File: config.mk
export PLATFORM = sky130hd
export DESIGN_NAME = alarm_bank_flat
export DESIGN_NICKNAME = d
export VERILOG_FILES = /design/src/rtl/alarm_bank_if.sv /design/src/rtl/alarm_bank.sv /design/src/flat_wrapper.sv
export SDC_FILE = /design/constraint.sdc
export NUM_CORES = 1
export LEC_CHECK = 0
export BUFFER_PORTS_ARGS = -buffer_cell sky130_fd_sc_hd__buf_2
export CORE_ASPECT_RATIO = 0.9
export CORE_MARGIN = 1
export CORE_UTILIZATION = 52
export DETAILED_ROUTE_END_ITERATION = 12
export PLACE_DENSITY_LB_ADDON = 0.05
export SLEW_MARGIN = 10
export SYNTH_ARGS = -nofsm -noshare
export SYNTH_HDL_FRONTEND = slang
export SYNTH_SLANG_ARGS = --single-unit
File: constraint.sdc
create_clock -name sys_clk -period 5.7 [get_ports sys_clk]
set_input_delay 0.855 -clock sys_clk [delete_from_list [all_inputs] [get_ports sys_clk]]
set_output_delay 0.855 -clock sys_clk [all_outputs]
set_load 0.02 [all_outputs]
File: src/rtl/alarm_bank_if.sv
// Register-file access bus for alarm_bank.
// Ports (signals):
//   wr_en      one-cycle write strobe
//   wr_idx     channel written
//   wr_time    BCD HHMM written
//   wr_enable  channel enable written with wr_time
//   rd_idx     channel read
//   rd_time    stored HHMM of rd_idx
//   rd_enable  stored enable of rd_idx
// master drives writes and the read index; slave (alarm_bank) returns read data.
interface alarm_bank_if #(
  parameter int unsigned NUM_ALARMS = 4
);
  localparam int unsigned IW = $clog2(NUM_ALARMS);

  logic          wr_en;
  logic [IW-1:0] wr_idx;
  logic [15:0]   wr_time;
  logic          wr_enable;
  logic [IW-1:0] rd_idx;
  logic [15:0]   rd_time;
  logic          rd_enable;

  modport master (
    output wr_en, wr_idx, wr_time, wr_enable, rd_idx,
    input  rd_time, rd_enable
  );

  modport slave (
    input  wr_en, wr_idx, wr_time, wr_enable, rd_idx,
    output rd_time, rd_enable
  );
endinterface

File: src/rtl/alarm_bank.sv
// Multi-channel HH:MM alarm unit. Compares every enabled channel against the
// running BCD time once per second, latches hits into pending, and serves them
// lowest index first through a single ring request with snooze/stop/timeout.
// Ports:
//   sys_clk, sys_rst_n  clock, asynchronous active-low reset
//   clock_data          BCD HHMMSS time
//   flag                1 Hz tick, one cycle wide
//   bus                 register-file write/read bus (slave side)
//   snooze, stop        one-cycle key pulses
//   ring, ring_idx      buzzer request and channel being served
//   snoozing            high while the active channel is snoozed
//   pending             triggered-but-unserved channels, including the active one
module alarm_bank #(
  parameter int unsigned NUM_ALARMS = 4,
  parameter int unsigned RING_SEC   = 60,
  parameter int unsigned SNOOZE_MIN = 5,
  localparam int unsigned IW        = $clog2(NUM_ALARMS)
) (
  input  logic                  sys_clk,
  input  logic                  sys_rst_n,
  input  logic [23:0]           clock_data,
  input  logic                  flag,
  alarm_bank_if.slave           bus,
  input  logic                  snooze,
  input  logic                  stop,
  output logic                  ring,
  output logic [IW-1:0]         ring_idx,
  output logic                  snoozing,
  output logic [NUM_ALARMS-1:0] pending
);

  localparam logic [7:0]  RingLast   = 8'(RING_SEC - 1);
  localparam logic [10:0] SnoozeLoad = 11'(SNOOZE_MIN * 60);

  typedef enum logic [1:0] {StIdle, StRinging, StSnooze} state_e;

  state_e                state_q, state_d;
  logic [15:0]           time_q [NUM_ALARMS];
  logic [NUM_ALARMS-1:0] en_q;
  logic                  tick_q;
  logic [NUM_ALARMS-1:0] pending_q, pending_d;
  logic [IW-1:0]         idx_q, idx_d;
  logic [7:0]            ring_cnt_q, ring_cnt_d;
  logic [10:0]           snz_cnt_q, snz_cnt_d;
  logic [NUM_ALARMS-1:0] wr_mask;
  logic [NUM_ALARMS-1:0] hit;
  logic [NUM_ALARMS-1:0] avail;
  logic                  low_found;
  logic [IW-1:0]         low_idx;
  logic                  active_wr;
  logic                  serve_clr;

  // Decoded write strobe and per-channel match on the delayed tick.
  always_comb begin
    wr_mask = '0;
    hit     = '0;
    for (int i = 0; i < NUM_ALARMS; i++) begin
      wr_mask[i] = bus.wr_en && (bus.wr_idx == IW'(i));
      hit[i]     = tick_q && en_q[i] && (time_q[i] == clock_data[23:8]) &&
                   (clock_data[7:0] == 8'h00);
    end
  end

  // Combinational readback.
  always_comb begin
    bus.rd_time   = '0;
    bus.rd_enable = 1'b0;
    for (int i = 0; i < NUM_ALARMS; i++) begin
      if (bus.rd_idx == IW'(i)) begin
        bus.rd_time   = time_q[i];
        bus.rd_enable = en_q[i];
      end
    end
  end

  always_ff @(posedge sys_clk or negedge sys_rst_n) begin
    if (!sys_rst_n) begin
      for (int i = 0; i < NUM_ALARMS; i++) time_q[i] <= '0;
      en_q <= '0;
    end else begin
      for (int i = 0; i < NUM_ALARMS; i++) begin
        if (wr_mask[i]) begin
          time_q[i] <= bus.wr_time;
          en_q[i]   <= bus.wr_enable;
        end
      end
    end
  end

  // A channel being rewritten this cycle is not a candidate for service.
  assign avail = pending_q & ~wr_mask;

  // Lowest set index: scan downward so the last assignment is the lowest.
  always_comb begin
    low_found = 1'b0;
    low_idx   = '0;
    for (int i = NUM_ALARMS - 1; i >= 0; i--) begin
      if (avail[i]) begin
        low_found = 1'b1;
        low_idx   = IW'(i);
      end
    end
  end

  assign active_wr = wr_mask[idx_q];

  always_comb begin
    state_d    = state_q;
    idx_d      = idx_q;
    ring_cnt_d = ring_cnt_q;
    snz_cnt_d  = snz_cnt_q;
    serve_clr  = 1'b0;
    unique case (state_q)
      StIdle: begin
        if (low_found) begin
          state_d    = StRinging;
          idx_d      = low_idx;
          ring_cnt_d = '0;
          snz_cnt_d  = '0;
        end
      end
      StRinging: begin
        if (active_wr) begin
          state_d = StIdle;
        end else if (stop) begin
          serve_clr = 1'b1;
          state_d   = StIdle;
        end else if (snooze) begin
          snz_cnt_d = SnoozeLoad;
          state_d   = StSnooze;
        end else if (tick_q) begin
          if (ring_cnt_q >= RingLast) begin
            serve_clr  = 1'b1;
            ring_cnt_d = '0;
            state_d    = StIdle;
          end else begin
            ring_cnt_d = ring_cnt_q + 8'd1;
          end
        end
      end
      StSnooze: begin
        if (active_wr) begin
          state_d = StIdle;
        end else if (stop) begin
          serve_clr = 1'b1;
          state_d   = StIdle;
        end else if (tick_q) begin
          // The tick that would take the counter to zero ends the snooze.
          if (snz_cnt_q <= 11'd1) begin
            snz_cnt_d  = '0;
            ring_cnt_d = '0;
            state_d    = StRinging;
          end else begin
            snz_cnt_d = snz_cnt_q - 11'd1;
          end
        end
      end
      default: state_d = StIdle;
    endcase
  end

  // Writes override both a same-cycle match and service.
  always_comb begin
    pending_d = (pending_q | hit) & ~wr_mask;
    if (serve_clr) pending_d[idx_q] = 1'b0;
  end

  always_ff @(posedge sys_clk or negedge sys_rst_n) begin
    if (!sys_rst_n) begin
      state_q    <= StIdle;
      tick_q     <= 1'b0;
      pending_q  <= '0;
      idx_q      <= '0;
      ring_cnt_q <= '0;
      snz_cnt_q  <= '0;
    end else begin
      state_q    <= state_d;
      tick_q     <= flag;
      pending_q  <= pending_d;
      idx_q      <= idx_d;
      ring_cnt_q <= ring_cnt_d;
      snz_cnt_q  <= snz_cnt_d;
    end
  end

  assign ring     = (state_q == StRinging);
  assign snoozing = (state_q == StSnooze);
  assign ring_idx = idx_q;
  assign pending  = pending_q;

endmodule

File: src/flat_wrapper.sv
// flat-port wrapper written by rule: the top's interface ports become plain ports
module alarm_bank_flat 
#(
  parameter int unsigned NUM_ALARMS = 4,
  parameter int unsigned RING_SEC   = 60,
  parameter int unsigned SNOOZE_MIN = 5,
  localparam int unsigned IW        = $clog2(NUM_ALARMS)
)
  (sys_clk, sys_rst_n, clock_data, flag, snooze, stop, ring, ring_idx, snoozing, pending, bus_wr_en, bus_wr_idx, bus_wr_time, bus_wr_enable, bus_rd_idx, bus_rd_time, bus_rd_enable);
  alarm_bank_if #(.NUM_ALARMS(NUM_ALARMS)) bus_i ();
  input  logic sys_clk;
  input  logic sys_rst_n;
  input  logic [23:0] clock_data;
  input  logic flag;
  input  logic snooze;
  input  logic stop;
  output logic ring;
  output logic [IW-1:0] ring_idx;
  output logic snoozing;
  output logic [NUM_ALARMS-1:0] pending;
  input wire logic [$bits(bus_i.wr_en)-1:0] bus_wr_en;
  input wire logic [$bits(bus_i.wr_idx)-1:0] bus_wr_idx;
  input wire logic [$bits(bus_i.wr_time)-1:0] bus_wr_time;
  input wire logic [$bits(bus_i.wr_enable)-1:0] bus_wr_enable;
  input wire logic [$bits(bus_i.rd_idx)-1:0] bus_rd_idx;
  output wire logic [$bits(bus_i.rd_time)-1:0] bus_rd_time;
  output wire logic [$bits(bus_i.rd_enable)-1:0] bus_rd_enable;
  assign bus_i.wr_en = bus_wr_en;
  assign bus_i.wr_idx = bus_wr_idx;
  assign bus_i.wr_time = bus_wr_time;
  assign bus_i.wr_enable = bus_wr_enable;
  assign bus_i.rd_idx = bus_rd_idx;
  assign bus_rd_time = bus_i.rd_time;
  assign bus_rd_enable = bus_i.rd_enable;
  alarm_bank #(.NUM_ALARMS(NUM_ALARMS), .RING_SEC(RING_SEC), .SNOOZE_MIN(SNOOZE_MIN)) u_core (.sys_clk(sys_clk), .sys_rst_n(sys_rst_n), .clock_data(clock_data), .flag(flag), .bus(bus_i), .snooze(snooze), .stop(stop), .ring(ring), .ring_idx(ring_idx), .snoozing(snoozing), .pending(pending));
endmodule
### After elaboration in Yosys (flattened, before gate mapping)

Cells that the tools add are included.

* input port bits: 51
* output and inout bits: 25
* word-level logic and storage cells: 138
* register bits: 96

* reductions and logical operators: 26
* $lt $le $gt $ge: 4
* equal/unequal tests: 26
* add/sub/neg operators: 2
* multiplexer cells: 60
* bitwise logic cells: 6

Operators with widths (number)
* 2-to-1 mux 11 bit: 8
* 2-to-1 mux 8 bit: 10
* equality test 16 bit: 4
* 2-to-1 mux 16 bit: 4
* one-hot mux 11 bit (3 select lines): 1
* 2-to-1 mux 2 bit: 14
* one-hot mux 8 bit (3 select lines): 1
* logical AND 1 bit: 17
* 2-to-1 mux 1 bit: 17
* AND 4 bit: 3
* inequality test 2 bit (second input constant): 6
* <= comparator 11 x 1 -> 1 bit (second input constant): 1
* subtractor 11 x 1 -> 11 bit (second input constant): 1
* equality test 2 bit (second input constant): 5
* inequality test 5 x 3 -> 1 bit (second input constant): 2
* AND reduction 10 bit: 1
* adder 8 x 1 -> 8 bit (second input constant): 1
* >= comparator 8 x 6 -> 1 bit (second input constant): 1
* zero test 8 bit: 1
* inequality test 2 x 1 -> 1 bit (second input constant): 4
* inequality test 4 x 2 -> 1 bit (second input constant): 2
* inverter 4 bit: 2
* AND reduction 8 bit: 1
* equality test 2 x 1 -> 1 bit (second input constant): 3
* 12 further kinds: 14

### Depth between registers and ports, before layout

* word-level depth: 10
* gate-level depth with buffers: 9
* gate-level depth less buffers: 8

### Worst setup path after synthesis

No wires, ideal clock.

* path type: input to output
* start: in bus_rd_idx[0]
* end: out bus_rd_time[10]
* arrival time: 2.231 ns
* setup slack: 2.614 ns
* required time: 4.845 ns
* stages: 3
* buffers on the path: 2
* cell sequence: clkbuf_1 -> buf_2 -> mux4_2

* word-level cells in the longest chain between the ends: 5
* elaborated cells on any way between the ends: 8
* classes of those cells: 3 x eq/ne; 4 x mux; 1 x reduce/logical

RTL lines
* start: declaration: RTL line flat_wrapper.sv:25 `input wire logic [$bits(bus_i.rd_idx)-1:0] bus_rd_idx;`
* zero test 2 bit: RTL line alarm_bank.sv:69 `if (bus.rd_idx == IW'(i)) begin`
* 2-to-1 mux 16 bit (3 in series): RTL line alarm_bank.sv:69
* 2-to-1 mux 16 bit (*): RTL line alarm_bank.sv:69
* end: declaration: RTL line flat_wrapper.sv:26 `output wire logic [$bits(bus_i.rd_time)-1:0] bus_rd_time;`

Mark *: on every way between the ends. The rest lies on a longest branch, timed or not.

### Worst setup path in the final report

* start: in bus_rd_idx[0]
* end: out bus_rd_time[15]

Same word-level chain as after synthesis.

==> metrics <==
final setup fails=0; largest net degree at the start of global routing=51; Area Overhead vs Synth=14.86%; nets@finish=just under 600; drt wl/cell=19.38 µm; final hold vios=0; Setup crit end kind=primary output; CP startpoint=bus_rd_idx[0]; library cells used by synthesis=51; Detailed Routing Iterations Pass 1=5; Crit Reg-Reg Startpoint=u_core.state_q[1]; CP arrival=2.13 ns; post-synthesis register bit count=96; Post-CTS Repair Setup Buffers=0; core box area=between 9000 and 10000 µm²; yosys synthesis warning count=0; status=finished clean; critical path cell sequence=buf_2, mux4_2, buf_2; Slew HR=54.73%; synthesized cell area=roughly 5300 µm²; Initial Util=a little over half; Clk network pwr share=25.1%; fin cells=between 600 and 700; clock buffer count from CTS=9; DP HPWL=9264 µm; Worst Skew=just over 0.003 ns; Root Buffer=clkbuf_16; WS Path Type=input port to primary output; Placer Congestion=between 0.8 and 0.9; # Max-Cap Violations=0; die height=between 90 and 100 µm; slew at the pin closest to its max-slew limit=0.6728 ns; clock sink total=96; die area=10660 µm²; Syn Inst Count=454; layout cell share with drive strength beyond 1=35.89%; number of global-route vias before repair=3893; CP peak stage delay=slightly below 0.6 ns; WP data required=4.85 ns; Post-synth ARST share=100.0%; unrepaired setup endpoints after global routing=false; most frequent cells in the layout=96 x dfrtp_1, 74 x buf_2, 66 x mux2_2; clk_lat worst skew=about 0.35 ns; Peak VDD IR=228.8 µV; critical path fanouts, max=17; Rows=34; Fmax=0.3347 GHz; DRT iter0 DRCs=221; io pins=76; Hold Crit Class=flip-flop to flip-flop; PD cells=374.3 nW/µm²; ant diodes=0; count of hold-fix buffers inserted at cts=0; crit start category=input port; H-Tree Depth=3; Main synth FF type=dfrtp_1; switch share=36.65%; first-pass GRT wire length=20740 µm; Total GRT Usage=26.25%; DRC=0; slowest cell on the critical path=mux4_2; DRT antenna net count=0; Final Cycle Share=52.42%; register area share after synthesis=a little under half; I/O Buffers=75; post_cts resized=0; initial antenna violation count=0; crit path buf inv count=2; post-route setup TNS=0 ns; Die W=~110 µm; hold path start=u_core.ring_cnt_q[6]; most common cell after layout, fill and taps aside=dfrtp_1; EDFF count, synth=0; Pint=about 1.5 mW; delay-heaviest family, CP=buffers and inverters; Switch Pwr=839.7 µW; Critical Path Most Common Cell=buf_2; Syn Nets=512; Placed Instances=about 650; drt via density=5.920; grt ovf=0; Pleak=2.675 nW; Clock Pin Slew Worst Setup and Hold Paths=~0.060 ns; Combinational Power Share=34.3%; fin crit period=2.988 ns; sequential share of power=about two fifths; via count=~3.9k; final wirelength=about 13000 µm; CTS tree=built; max-slew violations=0; synthesized area per cell=11.74 µm²; CTS max path bufs=2
-- path summary, 6_finish.rpt --
path	endpoint	slack, ns	depth (start not counted)
setup / recovery	bus_rd_time[15]	2.71	3
hold / removal	u_core.ring_cnt_q[6]	0.49	1
setup reg to reg	u_core.snz_cnt_q[6]	3.33	7
hold reg to reg	u_core.ring_cnt_q[6]	0.49	1
max in group asynchronous	u_core.time_q[53]	4.12	2
min in group asynchronous	u_core.snz_cnt_q[6]	0.50	1
-- registers in the layout, summed over array words and instances, names as in the netlist --
signal             flops
u_core.snz_cnt_q      11
u_core.time_q         64
u_core.state_q         2
u_core.en_q            4
u_core.tick_q          1
u_core.pending         4
u_core.ring_cnt_q      8
u_core.ring_idx        2
-- synth_stat cells, types with 2 or more instances --
cell	n	area (µm²)
xor2_1	45	394.1
ha_1	7	87.58
and2_1	3	18.77
nor2_1	12	45.04
a21oi_1	13	65.06
nand3_1	13	65.06
nand2_1	28	105.1
xnor2_1	21	183.9
nor2b_1	5	31.28
or2_2	2	12.51
o31ai_1	5	37.54
nor4_2	2	25.02
o2bb2ai_1	2	17.52
or4_1	2	15.01
dfrtp_1	96	2402
nand2b_1	4	25.02
nand4b_1	2	17.52
o21ai_0	25	125.1
mux2_2	66	743.2
clkbuf_1	9	33.78
inv_1	15	56.30
o22ai_1	2	12.51
mux4_2	17	382.9
nor4_1	12	75.07
nand4_1	9	56.30
buf_2	4	20.02
a31oi_1	5	31.28
nor3_1	3	15.01
a32oi_1	3	26.28
-- per-layer routing --
layer | wire [µm] | GRT usage, % | vias up
met5 | 0 | 0 | -
met4 | 277 | 8.732 | 0
met3 | 563 | 5.407 | 23
met2 | 6260 | 42.16 | 114
met1 | 5711 | 35.50 | 1961
li1 | - | - | 1815
-- final cells by class --
type / count / area, µm²
inverter: 15 / 56.30
multi-input combinational: 328 / 2808
clock buffer: 10 / 239.0
sequential: 96 / 2402
clock inverter: 6 / 42.54
fill: 833 / 3706
tap: 126 / 157.7
timing repair buffer: 80 / 415.4
-- power by group through the flow --
stage                     Sequential [mW]  Combinational (mW)  Clock, mW
final                               0.929               0.787      0.575
after detailed placement            0.939               0.777          0
after CTS                           0.927               0.783      0.587
after floorplan                     0.902               0.580          0
after global routing                0.946               0.866      0.615
after global placement              0.941               0.761          0
-- per-stage QoR --
stage / setup WS (ns) / hold WS [ns] / cell area [µm²] / util [%] / power, mW
2_1_floorplan: 2.614 / 0.4446 / 5329 / - / 1.482
3_3_place_gp: 2.734 / 0.4717 / 5839 / 59.42 / 1.702
3_5_place_dp: 2.700 / 0.4716 / 5839 / 59.42 / 1.717
4_1_cts: 2.670 / 0.4871 / 6121 / 62.29 / 2.298
5_1_grt: 2.607 / 0.5093 / 6121 / 62.29 / 2.427
6_report: 2.712 / 0.4888 / 6121 / 62.29 / 2.291
-- cell families after synthesis --
family | count (synthesis) | share of synthesized area (%)
AOI/OAI and AO/OA | 66 | 7.890
xor gates and xnor gates | 66 | 10.85
adders and majority gates | 7 | 1.644
and+or+nand+nor | 105 | 10.94
DFF | 96 | 45.08
buffers and inverters | 30 | 2.277
muxes | 84 | 21.32
(Power assumes the default switching activity.)
